**src/rtl/timer_tick_counter_if.sv**
```systemverilog
// Purpose : tick/config/status bundle between the tick source, the config
//           writer and timer_tick_counter.
// Signals : AClkHEn clock enable, ATick tick pulse, ACfgWr/ACfgReload/ACfgRun/
//           ACfgPeriodic config write, AIrqAck irq clear (driven by master);
//           ACount, AIrq, AOverrun, ARunning status (driven by the timer).
interface timer_tick_counter_if #(
  parameter int unsigned CCntW = 16
) ();

  logic             AClkHEn;
  logic             ATick;
  logic             ACfgWr;
  logic [CCntW-1:0] ACfgReload;
  logic             ACfgRun;
  logic             ACfgPeriodic;
  logic             AIrqAck;
  logic [CCntW-1:0] ACount;
  logic             AIrq;
  logic             AOverrun;
  logic             ARunning;

  // Tick source / config writer side
  modport master (
    output AClkHEn, ATick, ACfgWr, ACfgReload, ACfgRun, ACfgPeriodic, AIrqAck,
    input  ACount, AIrq, AOverrun, ARunning
  );

  // Timer side
  modport slave (
    input  AClkHEn, ATick, ACfgWr, ACfgReload, ACfgRun, ACfgPeriodic, AIrqAck,
    output ACount, AIrq, AOverrun, ARunning
  );

endinterface

```
**src/rtl/timer_tick_counter.sv**
```systemverilog
// Purpose : programmable interval timer. Counts upstream tick pulses down from
//           a reload value and raises a sticky interrupt on expiry, in
//           one-shot or periodic mode.
// Ports   : AClkH    - system clock
//           AResetHN - asynchronous active-low reset
//           bus      - timer_tick_counter_if.slave (enable, tick, config write,
//                      irq ack in; count, irq, overrun, running out)
// The interface instance must be built with the same CCntW as this module.
module timer_tick_counter #(
  parameter int unsigned      CCntW       = 16,
  parameter logic [CCntW-1:0] CReloadInit = CCntW'(16'h00FF)
) (
  input  logic                 AClkH,
  input  logic                 AResetHN,
  timer_tick_counter_if.slave  bus
);

  typedef enum logic [1:0] {
    IDLE = 2'd0,
    RUN  = 2'd1,
    DONE = 2'd2
  } state_t;

  state_t           state;
  logic [CCntW-1:0] count;
  logic [CCntW-1:0] reload;
  logic             periodic;
  logic             irq;
  logic             overrun;
  logic             running;

  logic             tick_run_c;
  logic             count_zero_c;
  logic             expire_c;

  // A config write discards any tick in the same cycle, so no expiry then.
  assign tick_run_c   = bus.ATick && !bus.ACfgWr && (state == RUN);
  assign count_zero_c = ~(|count);
  assign expire_c     = tick_run_c && count_zero_c;

  // State, counter, configuration and flags; everything frozen while disabled.
  always_ff @(posedge AClkH or negedge AResetHN) begin
    if (!AResetHN) begin
      state    <= IDLE;
      count    <= '0;
      reload   <= CReloadInit;
      periodic <= 1'b0;
      irq      <= 1'b0;
      overrun  <= 1'b0;
      running  <= 1'b0;
    end else if (bus.AClkHEn) begin
      if (bus.ACfgWr) begin
        reload   <= bus.ACfgReload;
        periodic <= bus.ACfgPeriodic;
        count    <= bus.ACfgReload;
        state    <= bus.ACfgRun ? RUN : IDLE;
        running  <= bus.ACfgRun;
      end else if (tick_run_c) begin
        if (!count_zero_c) begin
          count <= count - CCntW'(1);
        end else if (periodic) begin
          count <= reload;
        end else begin
          state   <= DONE;
          running <= 1'b0;
        end
      end

      // Expiry beats an ack on the irq flag.
      if (expire_c) begin
        irq <= 1'b1;
      end else if (bus.AIrqAck) begin
        irq <= 1'b0;
      end

      // An ack in the expiry cycle retires the pending irq, so no overrun.
      if (bus.AIrqAck) begin
        overrun <= 1'b0;
      end else if (expire_c && irq) begin
        overrun <= 1'b1;
      end
    end
  end

  assign bus.ACount   = count;
  assign bus.AIrq     = irq;
  assign bus.AOverrun = overrun;
  assign bus.ARunning = running;

endmodule

```
**src/flat_wrapper.sv**
```systemverilog
// flat-port wrapper written by rule: the top's interface ports become plain ports
module timer_tick_counter_flat 
#(
  parameter int unsigned      CCntW       = 16,
  parameter logic [CCntW-1:0] CReloadInit = CCntW'(16'h00FF)
)
  (AClkH, AResetHN, bus_AClkHEn, bus_ATick, bus_ACfgWr, bus_ACfgReload, bus_ACfgRun, bus_ACfgPeriodic, bus_AIrqAck, bus_ACount, bus_AIrq, bus_AOverrun, bus_ARunning);
  timer_tick_counter_if #(.CCntW(CCntW)) bus_i ();
  input  logic AClkH;
  input  logic AResetHN;
  input wire logic [$bits(bus_i.AClkHEn)-1:0] bus_AClkHEn;
  input wire logic [$bits(bus_i.ATick)-1:0] bus_ATick;
  input wire logic [$bits(bus_i.ACfgWr)-1:0] bus_ACfgWr;
  input wire logic [$bits(bus_i.ACfgReload)-1:0] bus_ACfgReload;
  input wire logic [$bits(bus_i.ACfgRun)-1:0] bus_ACfgRun;
  input wire logic [$bits(bus_i.ACfgPeriodic)-1:0] bus_ACfgPeriodic;
  input wire logic [$bits(bus_i.AIrqAck)-1:0] bus_AIrqAck;
  output wire logic [$bits(bus_i.ACount)-1:0] bus_ACount;
  output wire logic [$bits(bus_i.AIrq)-1:0] bus_AIrq;
  output wire logic [$bits(bus_i.AOverrun)-1:0] bus_AOverrun;
  output wire logic [$bits(bus_i.ARunning)-1:0] bus_ARunning;
  assign bus_i.AClkHEn = bus_AClkHEn;
  assign bus_i.ATick = bus_ATick;
  assign bus_i.ACfgWr = bus_ACfgWr;
  assign bus_i.ACfgReload = bus_ACfgReload;
  assign bus_i.ACfgRun = bus_ACfgRun;
  assign bus_i.ACfgPeriodic = bus_ACfgPeriodic;
  assign bus_i.AIrqAck = bus_AIrqAck;
  assign bus_ACount = bus_i.ACount;
  assign bus_AIrq = bus_i.AIrq;
  assign bus_AOverrun = bus_i.AOverrun;
  assign bus_ARunning = bus_i.ARunning;
  timer_tick_counter #(.CCntW(CCntW), .CReloadInit(CReloadInit)) u_core (.AClkH(AClkH), .AResetHN(AResetHN), .bus(bus_i));
endmodule
```
**config.mk**
```make
export PLATFORM = sky130hd
export DESIGN_NAME = timer_tick_counter_flat
export DESIGN_NICKNAME = d
export VERILOG_FILES = /design/src/rtl/timer_tick_counter_if.sv /design/src/rtl/timer_tick_counter.sv /design/src/flat_wrapper.sv
export SDC_FILE = /design/constraint.sdc
export NUM_CORES = 1
export LEC_CHECK = 0
export ABC_AREA = 1
export BUFFER_PORTS_ARGS = -buffer_cell sky130_fd_sc_hd__buf_2
export CAP_MARGIN = 20
export CORE_AREA = 8 8 71 79
export CTS_CLUSTER_SIZE = 20
export DETAILED_ROUTE_END_ITERATION = 8
export DIE_AREA = 0 0 79 87
export HOLD_SLACK_MARGIN = 0.15
export PLACE_DENSITY_LB_ADDON = 0.3
export SLEW_MARGIN = 20
export SYNTH_ARGS = -nofsm -noshare
export SYNTH_HDL_FRONTEND = slang
export SYNTH_SLANG_ARGS = --single-unit
```
**constraint.sdc**
```tcl
create_clock -name AClkH -period 1.9 [get_ports AClkH]
set_input_delay 0.38 -clock AClkH [delete_from_list [all_inputs] [get_ports AClkH]]
set_output_delay 0.38 -clock AClkH [all_outputs]
set_load 0.01 [all_outputs]
```
Yosys cells after proc, flatten, opt, wreduce, memory -nomap -nowiden
Cells that the tools add are included.

Add/subtract/negate cells: 1. $mul: 0. Divide/modulo/power cells: 0. Order comparisons: 0. Equality and inequality tests: 3. Shift operators: 0. Multiplexer cells: 17. Bitwise logic cells: 1. Reduce and logical (&&, ||, !) cells: 15.

Operators by type and width (count): $mux W16 (4); $reduce_or A16 Y1 (1); $sub A16 B1 Y16 const B (1); $mux W1 (9); $mux W2 (4); $reduce_and A2 Y1 (3); $reduce_bool A2 Y1 (3); $logic_and A1 B1 Y1 (4); $ne A2 B2 Y1 const B (2); $reduce_and A4 Y1 (1); $reduce_and A3 Y1 (1); $reduce_bool A3 Y1 (1); $eq A2 B1 Y1 const B (1); $logic_not A1 Y1 (1); $not A1 Y1 (1).

Register bits: 38. Bits in latches: 0. RAM bits: 0. Memory bits (read-only): 0. Input port bits: 24. Output and inout port bits: 19. Word-level logic and storage cells: 44. Memories: 0.

Logic depth before layout (Yosys ltp)
Word-level depth: 7. Mapped depth: 12. Gate-level depth less buffers: 11.

Worst setup path before layout
Ideal clock, no wire load.

Path kind: reg-to-reg. Start point: reg u_core.count[0] (netlist: u_core.bus.ACount[0]). End point: reg u_core.count[3] (netlist: u_core.bus.ACount[3]). Library setup time: 0.123 ns. Data arrival time: 1.490 ns. Data required time: 1.777 ns. Slack: 0.287 ns. Stages on the path, launching flop included: 13. Path buffers: 1. Clock period less this slack: 1.613 ns. Cells stage by stage: dfrtp_1 > inv_1 > ha_1 > nand2_1 > nor2_4 > nand2_4 > nand2_8 > inv_4 > buf_6 > nand2_1 > nand3_1 > nand2_1 > nand2_1.

Cells in the longest elaborated chain, start to end: 4. Elaborated cells between the ends (all ways): 7. Those cells by class: 1 x add/sub; 3 x mux; 3 x reduce/logical.

RTL lines: start, declared (RTL line timer_tick_counter.sv:25) `logic [CCntW-1:0] count;`; start signal, assigned (RTL line timer_tick_counter.sv:55) `count <= bus.ACfgReload;`; start signal, assigned (RTL line timer_tick_counter.sv:60) `count <= count - CCntW'(1);`; start signal, assigned (RTL line timer_tick_counter.sv:62) `count <= reload;`; $sub A16 B1 Y16 or $reduce_or A16 Y1 (tied branches) (RTL line timer_tick_counter.sv:60, timer_tick_counter.sv:38); $mux W16 (RTL line timer_tick_counter.sv:59) `if (!count_zero_c) begin`; $mux W16 (RTL line timer_tick_counter.sv:58) `end else if (tick_run_c) begin`; $mux W16 (RTL line timer_tick_counter.sv:52) `if (bus.ACfgWr) begin`.

Parallel ways exist; a longest one is shown, timed or not. The select of a mux whose other input is x is not followed. A chain may end at the register's enable or synchronous reset.

Worst setup path after layout
Start point: reg u_core.count[0] (netlist: u_core.bus.ACount[0]). End point: reg u_core.count[1] (netlist: u_core.bus.ACount[1]).

Same word-level chain as after synthesis.

==> results by stage <==
Drt:
- For this run, design rule violations remaining after detail routing come to 0.
- After detailed routing, the number of vias per cell comes to approximately 5.0.
- The detail route stage leaves a number of antenna-violating nets equal to 0.
- The first TritonRoute pass finished after 4 iterations.
- Summed over all layers, the routed wires come to between 5 and 6 mm.
- After detailed routing, the average wire length per cell comes to approximately 13 um.
- After the first detailed-routing iteration, the DRC count stood at approximately 110.
- The total via count in the routed design is ~2,000.

STA:
- The worst pin sits at a relative slew slack of between 60 and 70%.
- On the final layout, the worst clock skew is 4.948 ps.
- The final critical-path setup slack is approximately 170 ps.
- On the final layout, the worst hold slack is roughly 300 ps.
- The number of max-slew violations in the final report is 0.
- Based on the critical path, the design can be clocked at up to around 580 MHz.
- Setup repair after global routing left no endpoint under its margin.
- At the pin with the least slew margin, the transition time is 486.1 ps.
- Setup violations remaining at the end of the flow were counted as 0.
- The share of the cycle needed by the critical path after routing is between 90% and 100%.
- The setup TNS after final layout is 0 ps.
- The number of hold violations in the final report is 0.
- The clock period could shrink to about 1700 ps.

Logic synthesis:
- Counting flops with a built-in enable in the synthesized netlist gives 0.
- The number of nets in the synthesized netlist is 314.
- The biggest area contributor in the post-synthesis netlist is sky130_fd_sc_hd__dfrtp_1.
- Counting instances in the post-synthesis netlist gives the leading cell types as sky130_fd_sc_hd__nand2_1, sky130_fd_sc_hd__dfrtp_1, sky130_fd_sc_hd__nor2_1.
- The flip-flop cell with the highest count after synthesis is sky130_fd_sc_hd__dfrtp_1.
- Synthesis produced roughly 290 cells.
- Yosys printed 0 warnings.
- Of all flip-flops after synthesis, the portion carrying an async set or reset was 100.0%.
- The area of the mapped netlist is roughly 2300 sq um.
- The fraction of post-synthesis cell area in the top cell type by area is 32.22%.
- The count of cell types in the netlist is 30.
- Synthesis inferred 37 register bits.
- Ranked by total cell area, the synthesized netlist is headed by sky130_fd_sc_hd__dfrtp_1, sky130_fd_sc_hd__nand2_1, sky130_fd_sc_hd__dfstp_2.
- The register area share after synthesis is approximately two fifths.
- The average instance in the mapped netlist occupies 7.820 sq um.
- The most common cell in the synthesized netlist is sky130_fd_sc_hd__nand2_1.

CTS:
- TritonCTS built the clock tree.
- The clock latency at the later pin of the worst-skew pair is 290 ps.
- The number of H-tree levels is 2.
- Clock tree synthesis found a total of 37 sinks.
- Clock-pin slew was measured on the worst setup and hold paths at around 70 ps.
- The total of cells resized after clock tree synthesis is 0.
- Counting along the longest clock path gives a buffer depth of 2.
- The total CTS buffers is 5.
- The tree is rooted in a sky130_fd_sc_hd__clkbuf_8.

Run status:
- The run finished with clean final reports.

Die:
- Row generation in the floorplan step produced 26 rows.
- The floorplan die width is between 70 and 80 um.
- The overall die area is between 6000 and 7000 sq um.
- The y dimension of the die is 87 um.
- The starting density of the core is 50.90%.
- The number of placed I/O pins is between 40 and 50.
- The core region is 4424 sq um.

Power and ir drop:
- The design draws between 2 and 2.5 mW.
- The total power per unit cell area is 943.0 nW/um^2.
- The leakage power summed over all cells is 1.407 nW.
- The maximum vdd drop is about 0.58 mV.

Critical path:
- The highest fanout seen on the critical path is 14.
- STA classifies the critical path endpoint as a register.
- The type of the setup path with the least slack is register to register.
- The arrival time of data at the critical path endpoint is 1910 ps.
- The category of the worst setup path launch point is a register.
- The worst path required time is around 2100 ps.

Global route:
- For this run, the total global-route usage over all layers was measured as about 16%.
- The number of antenna violations at the first check in global routing is 0.
- The first-pass GRT wire length is 8.901 mm.
- The number of global-route vias before repair is roughly 1,900.
- Entering global routing, the biggest net connects 22 pins.
- Summed over all layers, the global routing overflow is 0.

Place:
- The port buffer count is 42.
- At the end of routability-driven placement, the weighted congestion stood at ~0.83.
- Before CTS, the worst setup slack after placement is around 140 ps.
- The instance count after placement with tap cells included is approximately 380.
- Summed over all nets, the half-perimeter wirelength after detailed placement is 4.077 mm.

Layout:
- In the final design database the tool counted around 370 nets.
- Excluding fillers, the count of instances in the completed layout stands at about 400.
- The count of filler cells inserted in the layout is about 430.
- The multi-input combinational cell area is approximately 1200 sq um.
- The area added between synthesis and finish is 17.61%.
- The final antenna diode count is 0.
- The fraction of final layout cells sized beyond drive strength 1 is slightly below 30%.
- The area taken by flip-flops and latches is 935.9 sq um.

Min path:
- The path class of the tightest hold or removal check is input port to register.

Job:
- The tool flagged a number of max-cap violations equal to 0.
-- stage by stage --
| stage | cell area, sq um | utilization [%] |
|---|---|---|
| after floorplan | 2252 | - |
| after global placement | 2511 | 56.76 |
| after detailed placement | 2511 | 56.76 |
| after CTS | 2611 | 59.02 |
| after global routing | 2649 | 59.87 |
| final | 2649 | 59.87 |
-- repair_timing --
| action | 4_1_cts | 5_1_grt |
|---|---|---|
| hold buffers | 1 | 0 |
| buffers inserted | 0 | 5 |
| endpoints found under the hold margin | 16 | 0 |
| setup endpoints to repair | 0 | 2 |
-- power breakdown --
group          switching (mW)  leakage, nW  total, mW  internal, mW
Clock                   0.270       0.0455      0.565         0.296
Sequential              0.148        0.439       1.10         0.954
Combinational           0.502        0.922      0.831         0.328
Total                   0.920         1.41       2.50          1.58
-- cells by family (layout without fill, tap and decap cells) --
group,after synthesis,in the layout,share of synthesized area [%]
AO/OA/AOI/OAI,24,24,5.556
XOR/XNOR,2,2,0.7779
adder cells (fa/ha/maj),2,2,1.111
buffers and inverters,27,81,6.056
flip-flops,37,37,41.56
multiplexers,15,15,7.500
AND/OR/NAND/NOR,181,181,37.44
-- sequential cells by signal (all words and copies together) (netlist names) --
signal,cells
u_core.bus.AOverrun,1
u_core.state,1
u_core.bus.AIrq,1
u_core.bus.ARunning,1
u_core.reload,16
u_core.bus.ACount,16
u_core.periodic,1
-- cells in the final DEF, fill, tap and decap left out, drive strengths merged, types with 2 or more instances in the layout --
cell,Yosys,layout
o21ai,12,12
a21oi,10,10
xor2,2,2
clkbuf,1,8
nor2,34,34
buf,6,52
mux2,15,15
ha,2,2
nand4,7,7
nand3b,2,2
dfrtp,29,29
dfstp,8,8
nand3,18,18
inv,20,20
nand2,119,119
-- per-layer routing --
layer  wire length, um  share of wire [%]  up-vias  GRT usage, %
met3               255                4.8        7         4.339
met2              2592                 49       39         26.48
met1              2351                 45      900         20.00
met4                81                1.5        0         6.408
li1                  -                  -     1031             -
met5                 0                  0        -             0
-- final timing paths --
| check | startpoint | end | slack, ps | depth (start not counted) |
|---|---|---|---|---|
| hold reg to reg | u_core.reload[12]$_DFFE_PN0P_ | u_core.reload[12]$_DFFE_PN0P_ | 500 | 2 |
| hold / removal | bus_AIrqAck | u_core.bus.AOverrun$_DFFE_PN0P_ | 300 | 2 |
| setup reg to reg | u_core.bus.ACount[0]$_DFFE_PN0P_ | u_core.bus.ACount[1]$_DFFE_PN0P_ | 170 | 9 |
| min in group asynchronous | AResetHN | u_core.bus.ARunning$_DFFE_PN0P_ | 580 | 2 |
| setup / recovery | u_core.bus.ACount[0]$_DFFE_PN0P_ | u_core.bus.ACount[1]$_DFFE_PN0P_ | 170 | 9 |
| max in group asynchronous | AResetHN | u_core.reload[6]$_DFFE_PN1P_ | 730 | 3 |
-- cell type report --
cell class	count	share of cell area, %
Clock buffer	8	3.401
Inverter	20	2.929
Multi-Input combinational cell	224	44.54
Sequential cell	37	35.33
Tap cell	56	2.645
Timing Repair Buffer	53	11.15
-- critical path: stages (launching register included) --
cell and delay, ps:
sky130_fd_sc_hd__dfrtp_1 390, sky130_fd_sc_hd__inv_1 140, sky130_fd_sc_hd__ha_1 160, sky130_fd_sc_hd__nand2_1 80, sky130_fd_sc_hd__nor2_4 180, sky130_fd_sc_hd__nand4_2 180, sky130_fd_sc_hd__nand2_4 180, sky130_fd_sc_hd__inv_2 130
sky130_fd_sc_hd__o21ai_0 100, sky130_fd_sc_hd__nand2_1 60
Power figures use the tool's default switching activity.
